==> config.mk <==
export PLATFORM = sky130hd
export DESIGN_NAME = parity_frame_feeder
export DESIGN_NICKNAME = d
export VERILOG_FILES = /design/src/rtl/parity_frame_feeder.sv
export SDC_FILE = /design/constraint.sdc
export NUM_CORES = 1
export LEC_CHECK = 0
export ABC_AREA = 1
export BUFFER_PORTS_ARGS = -buffer_cell sky130_fd_sc_hd__buf_2
export CAP_MARGIN = 20
export CORE_ASPECT_RATIO = 0.8
export CORE_UTILIZATION = 50
export CTS_CLUSTER_SIZE = 30
export DETAILED_ROUTE_END_ITERATION = 16
export PLACE_DENSITY = 0.8
export SLEW_MARGIN = 30
export SYNTH_ARGS = -nofsm -noshare
export SYNTH_HDL_FRONTEND = slang
export SYNTH_SLANG_ARGS = --single-unit
==> constraint.sdc <==
create_clock -name clk -period 3.08 [get_ports clk]
set_clock_uncertainty 0.2 [all_clocks]
set_input_delay 0.616 -clock clk [delete_from_list [all_inputs] [get_ports clk]]
set_output_delay 0.616 -clock clk [all_outputs]
set_load 0.01 [all_outputs]
==> src/rtl/parity_frame_feeder.sv <==
// parity_frame_feeder: buffers producer nibbles in a 2-entry FIFO. Each word
// becomes a 4-beat frame to a downstream parity checker, with start/last
// markers, the expected parity bit on the last beat, and a frame counter.
// Build option: define PARITY_FRAME_ODD_EN for odd parity (default is even).
module parity_frame_feeder #(
   parameter int CNT_W = 8
) (
   input  logic             clk,
   input  logic             rst,
   input  logic [3:0]       in_data,
   input  logic             in_valid,
   output logic             in_ready,
   output logic [3:0]       out_data,
   output logic             out_valid,
   output logic             out_start,
   output logic             out_last,
   output logic             out_parity,
   output logic [CNT_W-1:0] frame_cnt
);

   typedef enum logic {IDLE, SEND} state_t;

   state_t           state_q, state_d;
   logic [1:0]       beat_q, beat_d;
   logic [3:0]       data_q, data_d;
   logic [CNT_W-1:0] cnt_q, cnt_d;

   logic [3:0]       fifo_q [2];
   logic [3:0]       fifo_d [2];
   logic             wr_ptr_q, wr_ptr_d;
   logic             rd_ptr_q, rd_ptr_d;
   logic [1:0]       occ_q, occ_d;

   logic             push;
   logic             pop;
   logic             fifo_nempty;

   localparam logic [CNT_W-1:0] CNT_ONE = {{(CNT_W-1){1'b0}}, 1'b1};

   // Parity bit the downstream checker should see for a nibble.
   function automatic logic parity_of(input logic [3:0] d);
`ifdef PARITY_FRAME_ODD_EN
      return ~(d[0] ^ d[1] ^ d[2] ^ d[3]);
`else
      return d[0] ^ d[1] ^ d[2] ^ d[3];
`endif
   endfunction

   // Ready depends only on registered occupancy, so it never sees in_valid.
   assign in_ready    = (occ_q != 2'd2);
   assign push        = in_valid && in_ready;
   assign fifo_nempty = (occ_q != 2'd0);

   // FIFO storage, pointers and occupancy; push and pop may share an edge.
   always_comb begin
      fifo_d   = fifo_q;
      wr_ptr_d = wr_ptr_q;
      rd_ptr_d = rd_ptr_q;
      occ_d    = occ_q;
      if (push) begin
         fifo_d[wr_ptr_q] = in_data;
         wr_ptr_d         = ~wr_ptr_q;
      end
      if (pop) begin
         rd_ptr_d = ~rd_ptr_q;
      end
      case ({push, pop})
         2'b10:   occ_d = occ_q + 2'd1;
         2'b01:   occ_d = occ_q - 2'd1;
         default: occ_d = occ_q;
      endcase
   end

   // Frame sequencer: load a word, hold it for four beats, chain frames
   // back-to-back while the FIFO has data.
   always_comb begin
      state_d = state_q;
      beat_d  = beat_q;
      data_d  = data_q;
      cnt_d   = cnt_q;
      pop     = 1'b0;
      case (state_q)
         IDLE: begin
            data_d = 4'd0;
            beat_d = 2'd0;
            if (fifo_nempty) begin
               pop     = 1'b1;
               data_d  = fifo_q[rd_ptr_q];
               state_d = SEND;
            end
         end
         SEND: begin
            beat_d = beat_q + 2'd1;
            if (beat_q == 2'd3) begin
               cnt_d  = cnt_q + CNT_ONE;
               beat_d = 2'd0;
               if (fifo_nempty) begin
                  pop    = 1'b1;
                  data_d = fifo_q[rd_ptr_q];
               end else begin
                  data_d  = 4'd0;
                  state_d = IDLE;
               end
            end
         end
         default: begin
            state_d = IDLE;
            beat_d  = 2'd0;
            data_d  = 4'd0;
         end
      endcase
   end

   // Control state, output word and counter; reset aborts any frame and
   // discards buffered words by clearing occupancy.
   always_ff @(posedge clk) begin
      if (rst) begin
         state_q  <= IDLE;
         beat_q   <= 2'd0;
         data_q   <= 4'd0;
         cnt_q    <= '0;
         wr_ptr_q <= 1'b0;
         rd_ptr_q <= 1'b0;
         occ_q    <= 2'd0;
      end else begin
         state_q  <= state_d;
         beat_q   <= beat_d;
         data_q   <= data_d;
         cnt_q    <= cnt_d;
         wr_ptr_q <= wr_ptr_d;
         rd_ptr_q <= rd_ptr_d;
         occ_q    <= occ_d;
      end
   end

   // FIFO storage needs no reset: occupancy alone says what is valid.
   always_ff @(posedge clk) begin
      fifo_q <= fifo_d;
   end

   assign out_valid  = (state_q == SEND);
   assign out_start  = out_valid && (beat_q == 2'd0);
   assign out_last   = out_valid && (beat_q == 2'd3);
   assign out_data   = data_q;
   assign out_parity = out_last ? parity_of(data_q) : 1'b0;
   assign frame_cnt  = cnt_q;

endmodule

==> results_dict.tcl <==
set metrics [dict create \
    status "finished, final reports clean" \
    nNetsFinal 181 \
    hold_path.class "reg2reg" \
    critPathMaxFanout 7 \
    synth_warnings 0 \
    antenna_found_initial 0 \
    fin_ws_ns 0.862 \
    hold_viol_final 0 \
    antenna_left 0 \
    rsz0062_at_grt "no" \
    grt_pass1_vias 842 \
    grt_max_degree 15 \
    synth.yosys.seq_area_share 0.530 \
    postCtsSetupBuffers 0 \
    layout.cells.most_common_list "nand2_1, buf_2, nor2_1, dfxtp_1, inv_1" \
    htreeDepth 1 \
    wire_per_inst_um 11.0 \
    fmax_ghz 0.451 \
    mostFrequentLayoutCell "nand2_1" \
    path_class "reg2out" \
    vias 953 \
    arrival_ns 1.40 \
    netlist_instances 143 \
    worst_slew_pin_slew_ns 0.433 \
    num_io_pins 24 \
    overflow 0 \
    num_antenna_cells 0 \
    totalWireLength_mm 2.14 \
    die_h_um 45.3 \
    cts_tree "built" \
    power_w 0.000920 \
    gr-max-usage-layer "met2" \
    grt_usage 0.187 \
    synth_nets 154 \
    ys_async_sr_fraction 0 \
    clock-root-buffer "clkbuf_4" \
    drt-vias-per-instance 4.91 \
    maxCapViolCount 0 \
    dp_slack_ns 1.25 \
    cts_resized 0 \
    avgSynthCellArea_um2 8.19 \
    synthToLayoutAreaGrowth_pct 14.3 \
    setup_viol 0 \
    grtUsageMet3 0.0630 \
    die_w_um 56.1 \
    die-area_mm2 0.00254 \
    core_mm2 0.00218 \
    cellLeakagePower_nw 0.629 \
    first_iter_violations 24 \
    synth_edf_count 8 \
    peakVddDrop_v 0.000462 \
    cts.clk_slew.worst_paths_ns 0.13 \
    min_period_over_period 0.720 \
    core.rowCount 15 \
    ys.flop_type "dfxtp_1" \
    min_period_ns 2.22 \
    numPortBuffers 23 \
    cts_buffers 3 \
    maxSlewViolCount 0 \
    setup-tns-final_ns 0 \
    ys_types 22 \
    grt_use_met1 0.232 \
    post-place-cells 190 \
    clk_path_buf_depth 2 \
    cts.sinks 27 \
    maxSlewHeadroom 0.710 \
    synth_seq_cells 27 \
    fin_cells 194 \
    powerDensity_mw_per_mm2 687 \
    setup.worst_path.start_class "register" \
    first_pass_iters 4 \
    netlist_area_mm2 0.00117 \
    grt_pass1_wl_mm 3.51 \
    final_cell_area_mm2 0.00134 \
    cts_hold_buf 0 \
    required_ns 2.26 \
    hpwl_mm 1.64 \
    met2_usage 0.307 \
    start_util 0.538 \
    slowest_stage "dfxtp_1" \
    routabilityCongestion 0.737 \
    worstSetupEndpointType "primary output" \
    post-route-drc-count 0 \
    crit_path_max_incr_delay_ns 0.38 \
    path_cells "ha_1 > nand2_1 > a21oi_1 > buf_2" \
    drive_gt1_frac 0.195 \
    insertion_delay_ns 0.32 \
    placed_cell_area_mm2 0.00131 \
]
[area by class of cell]
type                       instances  area (µm²)
clock buffer                       4        26.3
fill                             192         838
inverter                          19        71.3
multi-input combinational         96         474
sequential                        27         621
tap                               25        31.3
timing repair buffer              23         115
[flip-flops by register name, summed over array words and instances, names as in the netlist]
signal     cells
beat_q         2
fifo_q         8
frame_cnt      8
occ_q          2
out_data       4
out_valid      1
rd_ptr_q       1
wr_ptr_q       1
[cells in the mapped netlist (2+ instances only)]
cell / instances / share of area
nand2_1: 39 / 0.12
dfxtp_1: 19 / 0.32
nor2_1: 19 / 0.061
inv_1: 17 / 0.054
a21oi_1: 10 / 0.043
edfxtp_1: 8 / 0.21
ha_1: 4 / 0.043
o21ai_0: 4 / 0.017
nand2_2: 3 / 0.016
nand3_1: 3 / 0.013
nor3_1: 3 / 0.013
a31oi_1: 2 / 0.011
xnor2_1: 2 / 0.015
xor2_1: 2 / 0.015
[stage by stage]
stage,hold slack (ns),util
6_report,0.259,0.615
5_1_grt,0.244,0.615
4_1_cts,0.259,0.615
3_5_place_dp,0.240,0.603
3_3_place_gp,0.227,0.603
2_1_floorplan,0.217,-
[critical path, delay by kind of cell, from the launching register on]
| kind | cells | cell delay (ns) |
|---|---|---|
| flops | 1 | 0.38 |
| buf+inv | 1 | 0.14 |
| compound gates | 1 | 0.16 |
| fa+ha+maj | 1 | 0.22 |
| simple gates | 1 | 0.18 |
[cell families (layout without fill, tap and decap cells)]
group	count (synthesis)	in the layout	synth area share
adder cells (fa/ha/maj)	4	4	0.0427
AND/OR/NAND/NOR	72	72	0.262
XOR/XNOR	4	4	0.0299
flip-flops	27	27	0.530
AO/OA/AOI/OAI	16	16	0.0705
buffers and inverters	20	46	0.0652
[power by group]
part / leakage [nW] / internal [W] / switching, W
Clock: 0.0150 / 0.0000507 / 0.0000979
Sequential: 0.230 / 0.000428 / 0.0000536
Combinational: 0.384 / 0.000108 / 0.000181
[worst paths after layout]
| path | startpoint | endpoint | slack [ns] | depth (start not counted) |
|---|---|---|---|---|
| worst max-delay path | beat_q[0] | out_parity | 0.86 | 4 |
| worst min-delay path | beat_q[0] | beat_q[0] | 0.26 | 1 |
| worst max register to register | beat_q[0] | occ_q[1] | 1.23 | 10 |
| worst min register to register | beat_q[0] | beat_q[0] | 0.26 | 1 |
[routing by layer]
metal	vias to the layer above	part of all wire
li1	502	-
met1	426	0.49
met2	20	0.45
met3	5	0.043
met4	0	0.014
met5	-	0
(Power assumes the default switching activity.)
